--- src/rtl/ansi_colour_decoder.sv ---
// ANSI SGR colour escape decoder: strips ESC '[' digits 'm' sequences and tags payload bytes with the colour in force.
// Define ANSI_DEC_STATS_EN to add saturating seq_count/err_count outputs.
module ansi_colour_decoder #(
  parameter int         MAX_DIGITS     = 3,
  parameter logic [2:0] DEFAULT_COLOUR = 3'd0,
  parameter int         CNT_W          = 16
) (
  input  logic       clk,
  input  logic       rst,
  input  logic [7:0] in_data,
  input  logic       in_valid,
  output logic       in_ready,
  output logic [7:0] out_data,
  output logic [2:0] out_colour,
  output logic       out_valid,
  input  logic       out_ready,
  output logic [2:0] cur_colour,
  output logic       err_pulse
`ifdef ANSI_DEC_STATS_EN
  ,
  output logic [CNT_W-1:0] seq_count,
  output logic [CNT_W-1:0] err_count
`endif
);

  localparam int DCW = (MAX_DIGITS < 1) ? 1 : $clog2(MAX_DIGITS + 1);

  typedef enum logic [1:0] {IDLE, ESC_SEEN, PARAM} state_t;

  state_t     state_q, state_d;
  logic [9:0] acc_q, acc_d;
  logic [DCW-1:0] dcnt_q, dcnt_d;
  logic       ovf_q, ovf_d;
  logic [7:0] out_data_q, out_data_d;
  logic [2:0] out_colour_q, out_colour_d;
  logic       out_valid_q, out_valid_d;
  logic [2:0] cur_colour_q, cur_colour_d;
  logic       err_q, err_d;

  logic        accept;
  logic        is_digit;
  logic [13:0] acc_next;
  logic        code_ok;
  logic [2:0]  code_colour;

  assign in_ready = !out_valid_q || out_ready;
  assign accept   = in_valid && in_ready;
  assign is_digit = (in_data >= 8'h30) && (in_data <= 8'h39);
  assign acc_next = ({4'd0, acc_q} * 14'd10) + {10'd0, in_data[3:0]};

  // A frozen (overflowed) parameter is never applied, whatever its value.
  always_comb begin
    code_ok     = 1'b1;
    code_colour = cur_colour_q;
    case (acc_q)
      10'd0:   code_colour = DEFAULT_COLOUR;
      10'd37:  code_colour = 3'd0;
      10'd94:  code_colour = 3'd1;
      10'd33:  code_colour = 3'd2;
      10'd31:  code_colour = 3'd3;
      10'd32:  code_colour = 3'd4;
      default: code_ok = 1'b0;
    endcase
    if (ovf_q) code_ok = 1'b0;
  end

  always_comb begin
    state_d      = state_q;
    acc_d        = acc_q;
    dcnt_d       = dcnt_q;
    ovf_d        = ovf_q;
    cur_colour_d = cur_colour_q;
    err_d        = 1'b0;
    out_data_d   = out_data_q;
    out_colour_d = out_colour_q;
    out_valid_d  = out_valid_q && !out_ready;
    if (accept) begin
      case (state_q)
        IDLE: begin
          if (in_data == 8'h1B) begin
            state_d = ESC_SEEN;
          end else begin
            out_data_d   = in_data;
            out_colour_d = cur_colour_q;
            out_valid_d  = 1'b1;
          end
        end
        ESC_SEEN: begin
          if (in_data == 8'h5B) begin
            state_d = PARAM;
            acc_d   = '0;
            dcnt_d  = '0;
            ovf_d   = 1'b0;
          end else if (in_data == 8'h1B) begin
            err_d = 1'b1;
          end else begin
            err_d   = 1'b1;
            state_d = IDLE;
          end
        end
        PARAM: begin
          if (is_digit) begin
            if (dcnt_q == DCW'(MAX_DIGITS)) begin
              ovf_d = 1'b1;
            end else begin
              acc_d  = (acc_next > 14'd1023) ? 10'd1023 : acc_next[9:0];
              dcnt_d = dcnt_q + 1'b1;
            end
          end else if (in_data == 8'h6D) begin
            state_d = IDLE;
            if (code_ok) cur_colour_d = code_colour;
            else         err_d = 1'b1;
          end else if (in_data == 8'h1B) begin
            err_d   = 1'b1;
            state_d = ESC_SEEN;
          end else begin
            err_d   = 1'b1;
            state_d = IDLE;
          end
        end
        default: state_d = IDLE;
      endcase
    end
  end

  always_ff @(posedge clk) begin
    if (rst) begin
      state_q      <= IDLE;
      acc_q        <= '0;
      dcnt_q       <= '0;
      ovf_q        <= 1'b0;
      out_data_q   <= '0;
      out_colour_q <= DEFAULT_COLOUR;
      out_valid_q  <= 1'b0;
      cur_colour_q <= DEFAULT_COLOUR;
      err_q        <= 1'b0;
    end else begin
      state_q      <= state_d;
      acc_q        <= acc_d;
      dcnt_q       <= dcnt_d;
      ovf_q        <= ovf_d;
      out_data_q   <= out_data_d;
      out_colour_q <= out_colour_d;
      out_valid_q  <= out_valid_d;
      cur_colour_q <= cur_colour_d;
      err_q        <= err_d;
    end
  end

  assign out_data   = out_data_q;
  assign out_colour = out_colour_q;
  assign out_valid  = out_valid_q;
  assign cur_colour = cur_colour_q;
  assign err_pulse  = err_q;

`ifdef ANSI_DEC_STATS_EN
  logic [CNT_W-1:0] seq_cnt_q, err_cnt_q;
  logic             seq_ev;

  assign seq_ev = accept && (state_q == PARAM) && (in_data == 8'h6D) && code_ok;

  always_ff @(posedge clk) begin
    if (rst) begin
      seq_cnt_q <= '0;
      err_cnt_q <= '0;
    end else begin
      if (seq_ev && (seq_cnt_q != '1)) seq_cnt_q <= seq_cnt_q + 1'b1;
      if (err_d && (err_cnt_q != '1))  err_cnt_q <= err_cnt_q + 1'b1;
    end
  end

  assign seq_count = seq_cnt_q;
  assign err_count = err_cnt_q;
`endif

endmodule

--- config.mk ---
export PLATFORM = sky130hd
export DESIGN_NAME = ansi_colour_decoder
export DESIGN_NICKNAME = d
export VERILOG_FILES = /design/src/rtl/ansi_colour_decoder.sv
export SDC_FILE = /design/constraint.sdc
export NUM_CORES = 1
export LEC_CHECK = 0
export ABC_AREA = 1
export CAP_MARGIN = 20
export CORE_ASPECT_RATIO = 2
export CORE_MARGIN = 1
export CORE_UTILIZATION = 61
export DETAILED_ROUTE_END_ITERATION = 16
export PLACE_DENSITY = 0.86
export SYNTH_ARGS = -nofsm -noshare
export SYNTH_HDL_FRONTEND = slang
export SYNTH_SLANG_ARGS = --single-unit
export TNS_END_PERCENT = 20
--- constraint.sdc ---
create_clock -name clk -period 6.2 [get_ports clk]
set_clock_uncertainty 0.15 [all_clocks]
set_input_delay 1.24 -clock clk [delete_from_list [all_inputs] [get_ports clk]]
set_output_delay 1.24 -clock clk [all_outputs]
set_load 0.01 [all_outputs]
==> results of run 1 <==
area by class of cell:
class,instances,area share [%]
multi-input combinational,279,55.7
timing repair buffer,29,9.82
inverter,60,7.69
sequential,31,21.2
tap,51,2.18
clock buffer,8,3.42
cells in the final DEF, fill, tap and decap left out, drive strengths merged, types with 2 or more instances in the layout:
master	netlist	final
inv	58	58
nor3	7	7
nand4	6	6
dfxtp	31	31
xnor2	3	3
xor2	2	2
or2	3	3
nand2	105	105
fa	2	2
nor2	26	26
o21ai	9	9
nor4	2	2
nand3	45	45
ha	24	24
o211ai	2	2
a21oi	34	34
clkdlybuf4s50	0	28
clkbuf	4	8
clkinv	2	2
nand3b	4	4
worst min-delay path, stage by stage (launching register included):
cell and delay (ns):
dfxtp_1 0.31, nand2_1 0.06, a21oi_1 0.05
worst paths after layout:
check                     start  slack (ns)  depth (start not counted)            end
setup / recovery      out_ready        2.46                          4       in_ready
hold / removal    out_colour[2]        0.31                          2  out_colour[2]
setup reg to reg       acc_q[1]        3.15                         15       acc_q[0]
hold reg to reg   out_colour[2]        0.31                          2  out_colour[2]
stage by stage:
stage / hold WS [ns] / power [mW] / setup WS [ns]
after floorplan: 0.274 / 0.228 / 3.08
after global placement: 0.290 / 0.248 / 2.43
after detailed placement: 0.294 / 0.249 / 2.37
after CTS: 0.304 / 0.420 / 2.45
after global routing: 0.324 / 0.435 / 2.37
final: 0.312 / 0.421 / 2.46
power groups by stage:
| stage | Combinational, mW | Clock, mW | Sequential [mW] |
|---|---|---|---|
| after floorplan | 0.0175 | 0 | 0.211 |
| after global placement | 0.0392 | 0 | 0.209 |
| after detailed placement | 0.0399 | 0 | 0.209 |
| after CTS | 0.0400 | 0.175 | 0.205 |
| after global routing | 0.0442 | 0.186 | 0.205 |
| final | 0.0400 | 0.177 | 0.205 |
flip-flops by register name, indices dropped and copies added (netlist names):
register    count
out_valid       1
cur_colour      3
ovf_q           1
state_q         2
out_colour      3
dcnt_q          2
err_pulse       1
out_data        8
acc_q          10
cell families after synthesis:
logic type	after synthesis	synth area share, %
adder cells (fa/ha/maj)	26	13.5
buffers and inverters	68	10.4
flip-flops	31	24.7
AND/OR/NAND/NOR	198	37.5
XOR/XNOR	5	1.74
AO/OA/AOI/OAI	50	12.2
metal layers:
| layer | global-route usage, % | vias up | part of all wire [%] |
|---|---|---|---|
| met5 | 0 | - | 0 |
| met4 | 18.3 | 0 | 4.8 |
| met3 | 4.48 | 23 | 2.9 |
| met2 | 58.9 | 57 | 58 |
| met1 | 25.8 | 1157 | 34 |
| li1 | - | 1279 | - |
==> impl_metrics.json, run 1 <==
{
  "status": "completed",
  "drt_wl_total_um": 5960,
  "num_vias": 2516,
  "overflow": 0,
  "period_needed_ns": 3.74,
  "numPortBuffers": 28,
  "seqCellArea_sq_um": 621,
  "path_clk_slew_ns": 0.07,
  "worstPathMaxFanout": 3,
  "path_buf_inv": 3,
  "yosys.area.top_type": "dfxtp_1",
  "finalMaxSlewViolations": 0,
  "synth_cell_type_count": 38,
  "placed_area_sq_um": 2830,
  "cp-start-kind": "input port",
  "crit_path_top_delay_cell": "clkdlybuf4s50_1",
  "clockRootBuffer": "clkbuf_8",
  "grt_pass1_wl_um": 9870,
  "die_h_um": 92.8,
  "ys_ff_latch": 31,
  "synth-edff-count": 0,
  "row_count": 32,
  "final_layout_size_suffix_gt1_share_pct": 11.1,
  "cts_buffer_depth": 2,
  "ant_nets": 0,
  "final_cell_count_no_fill": 458,
  "maxCapViolCount": 0,
  "seqPwrFrac_pct": 48.5,
  "yosys_warnings": 0,
  "antenna_found_initial": 0,
  "ir_drop_mv": 0.158,
  "wire_per_inst_um": 13.0,
  "hold_buffers": 0,
  "netSwitchingFraction_pct": 23.5,
  "dp_hpwl_um": 4790,
  "syn-instance-count": 378,
  "cp_common_cell": "clkdlybuf4s50_1",
  "gp_congestion": 0.911,
  "clock-sinks": 31,
  "core_area_sq_um": 3880,
  "max_stage_delay_ns": 0.54,
  "setup_violations": 0,
  "via_per_inst": 5.49,
  "htree_levels": 2,
  "finalHoldViolCount": 0,
  "worstSetupPathType": "in -> out",
  "tightest_slew_ns": 0.782,
  "start_util_pct": 64.7,
  "crit_chain": "clkdlybuf4s50_1 -> inv_1 -> nand2_1 -> clkdlybuf4s50_1",
  "pin_count": 29,
  "grtUsageTotal_pct": 30.7,
  "synthTopCellsByCount": "nand2_1 (97), inv_1 (53), nand3_1 (41)",
  "p_leak_nw": 1.36,
  "final.setup.tns_ns": 0,
  "dieArea_sq_um": 4390,
  "synth_area_sq_um": 2510,
  "design_area_sq_um": 2930,
  "drc": 0,
  "drtPass1Iterations": 4,
  "die_w_um": 47.4,
  "arrival_ns": 2.35,
  "drt_iter0_drc": 75,
  "cts_tree": "yes",
  "seq_area_frac_synth_pct": 24.7,
  "synth_nets": 416,
  "synth_most_common_cell": "nand2_1",
  "switchingPower_mw": 0.0989,
  "synth.top_cell.area_share_pct": 24.7,
  "final_core_util_pct": 75.4,
  "crit_family": "buffers and inverters",
  "syn_area_per_cell_sq_um": 6.65,
  "multiInputGateArea_sq_um": 1630,
  "finalCritPeriodShare_pct": 60.3,
  "grt_pass1_vias": 2405,
  "hp-class": "reg -> reg",
  "cp.required_ns": 4.81,
  "grt_max_degree": 29,
  "synthTopCellsByArea": "dfxtp_1 (25%), nand2_1 (14%), ha_1 (12%), nand3_1 (8.2%), inv_1 (7.9%)",
  "powerDensity_nw_per_um2": 144,
  "diodes": 0,
  "synthFlopType": "dfxtp_1",
  "fmax_mhz": 267,
  "dp.cells": 450,
  "slew_headroom_pct": 47.7,
  "clkPwrFrac_pct": 42.0,
  "async_flop_share_pct": 0,
  "end_kind": "output port",
  "clk_latency_ns": 0.28,
  "internal-power_mw": 0.323,
  "nNetsFinal": 444,
  "n_fill_cell": 324,
  "p_comb_share_pct": 9.5,
  "ctsResizeCount": 0,
  "synthToLayoutAreaGrowth_pct": 16.6,
  "post_cts_buffers": 0,
  "numCtsBuffers": 5,
  "grt_setup_unrepaired": "false"
}
Power figures use the tool's default switching activity.
==> inputs of run 2 (changes only) <==
Settings changed: CORE_UTILIZATION 61 to 57, PLACE_DENSITY 0.86 to 0.81.
Clock period 6.2 ns to 3.9 ns, I/O delays scaled along.
==> run 2 against run 1 <==
Critical path depth grew 11. Largest cell class unchanged. Final area is 0.60% lower. Sequential power is 59% higher. Critical path type is now in -> reg. Sequential cell count unchanged. Critical endpoint is now acc_q[8]. Worst setup slack worse by 1.6 ns. First-iteration DRC count shrank 5.3%. Combinational power up 60%. Register-to-register slack worse by 2.3 ns. Sequential share of layout area up 0.13 points.
==> impl_metrics.json, run 2 (synthesized netlist as in run 1, its figures left out) <==
{
  "gr-max-usage-layer": "met2",
  "final.setup.tns_ns": 0,
  "final_cell_count_no_fill": 459,
  "cts_buffer_depth": 2,
  "clkPwrFrac_pct": 38.3,
  "reg2reg_slack_ns": 0.89,
  "setup_violations": 0,
  "fmax_mhz": 325,
  "crit_path_start": "in_data[1]",
  "seqCellArea_sq_um": 621,
  "internal-power_mw": 0.477,
  "num_vias": 2497,
  "switchingPower_mw": 0.153,
  "drtPass1Iterations": 4,
  "p_comb_share_pct": 10.1,
  "seqPwrFrac_pct": 51.6,
  "dp_hpwl_um": 4850,
  "wire_per_inst_um": 13.0,
  "hp-class": "reg -> reg",
  "grt_setup_unrepaired": "false",
  "row_count": 33,
  "drt_iter0_drc": 71,
  "antenna_found_initial": 0,
  "start_util_pct": 60.2,
  "powerDensity_nw_per_um2": 216,
  "final_layout_size_suffix_gt1_share_pct": 10.8,
  "grt_max_degree": 21,
  "nNetsFinal": 444,
  "ant_nets": 0,
  "final_core_util_pct": 69.8,
  "ctsResizeCount": 0,
  "finalMaxSlewViolations": 0,
  "clock-sinks": 31,
  "maxCapViolCount": 0,
  "r2r_start": "acc_q[1]",
  "numPortBuffers": 28,
  "ir_drop_mv": 0.186,
  "reg2regPathDepth": 15,
  "grt_pass1_wl_um": 10200,
  "multiInputGateArea_sq_um": 1630,
  "gp_congestion": 0.956,
  "arrival_ns": 3.08,
  "grt_pass1_vias": 2495,
  "path_clk_slew_ns": 0.06,
  "placed_area_sq_um": 2830,
  "overflow": 0,
  "end_kind": "flop",
  "layout_commonest_cell": "nand2_1",
  "hold_buffers": 0,
  "grt_use_met3_pct": 2.84,
  "htree_levels": 2,
  "largest-register": "acc_q",
  "cp.required_ns": 3.91,
  "layout.cells.most_common_list": "nand2_1 (97), inv_1 (53), nand3_1 (41)",
  "drc": 0,
  "diodes": 0,
  "clockRootBuffer": "clkbuf_8",
  "netSwitchingFraction_pct": 24.3,
  "clk_latency_ns": 0.28,
  "worstSetupPathType": "in -> reg",
  "dieArea_sq_um": 4690,
  "design_area_sq_um": 2910,
  "hold_depth": 2,
  "tightest_slew_ns": 0.793,
  "power_mw": 0.630,
  "die_w_um": 48.9,
  "grtUsageMet2_pct": 60.4,
  "grt_use_met1_pct": 22.8,
  "worst_slack_ns": 0.825,
  "n_fill_cell": 389,
  "numCtsBuffers": 5,
  "pin_count": 29,
  "status": "completed",
  "worstPathMaxFanout": 10,
  "worstHoldStart": "ovf_q",
  "drt_wl_total_um": 5960,
  "core_area_sq_um": 4170,
  "finalCritPeriodShare_pct": 78.8,
  "die_h_um": 95.9,
  "holdWs_ns": 0.308,
  "dp.cells": 451,
  "cts_tree": "yes",
  "via_per_inst": 5.44,
  "finalHoldViolCount": 0,
  "cp-start-kind": "input port",
  "synthToLayoutAreaGrowth_pct": 15.9,
  "largest_reg_flops": 10,
  "p_leak_nw": 1.36,
  "grtUsageTotal_pct": 28.1,
  "post_cts_buffers": 0,
  "slew_headroom_pct": 46.9,
  "post-place-ws_ns": 0.539,
  "period_needed_ns": 3.08
}
==> run 2: changes by cell type in the layout (fill, tap and decap cells not counted) <==
| cell | delta |
|---|---|
| clkbuf_8 | -2 |
| clkbuf_1 | +1 |
| clkinv_2 | +1 |
==> run 2: layer usage <==
layer	share of wire, %	wire length, um	vias up
met5	0	0	-
met1	35	2070	1145
met3	2.0	122	22
met4	5.6	336	0
li1	-	-	1274
met2	58	3430	56
==> run 2: final cells by class <==
cell class                 count  share of cell area [%]
clock buffer                   7                    2.62
inverter                      60                    7.74
clock inverter                 1                   0.172
multi-input combinational    279                    56.0
timing repair buffer          29                    9.88
tap                           52                    2.23
sequential                    31                    21.3
==> run 2: path summary, 6_finish.rpt <==
kind	endpoint
worst max-delay path	acc_q[8]
worst min-delay path	ovf_q
worst max register to register	acc_q[8]
worst min register to register	ovf_q
==> run 2: critical path, stage by stage <==
cell and delay [ns]:
clkdlybuf4s50_1 0.48, ha_1 0.26, fa_1 0.40, nand2_1 0.10
a21boi_2 0.06, nand2_1 0.11, clkinv_1 0.11, nand3_4 0.11
nor2_4 0.04, nand3_1 0.07, nand2_1 0.08, nor2_4 0.23
nand3_1 0.11, nand2_1 0.09, a21oi_2 0.05
==> run 2: power by group through the flow <==
stage          Sequential (mW)  Clock (mW)  Combinational [mW]
2_1_floorplan            0.335           0              0.0279
3_3_place_gp             0.332           0              0.0628
3_5_place_dp             0.332           0              0.0637
4_1_cts                  0.325       0.240              0.0639
5_1_grt                  0.326       0.250              0.0699
6_report                 0.325       0.241              0.0638
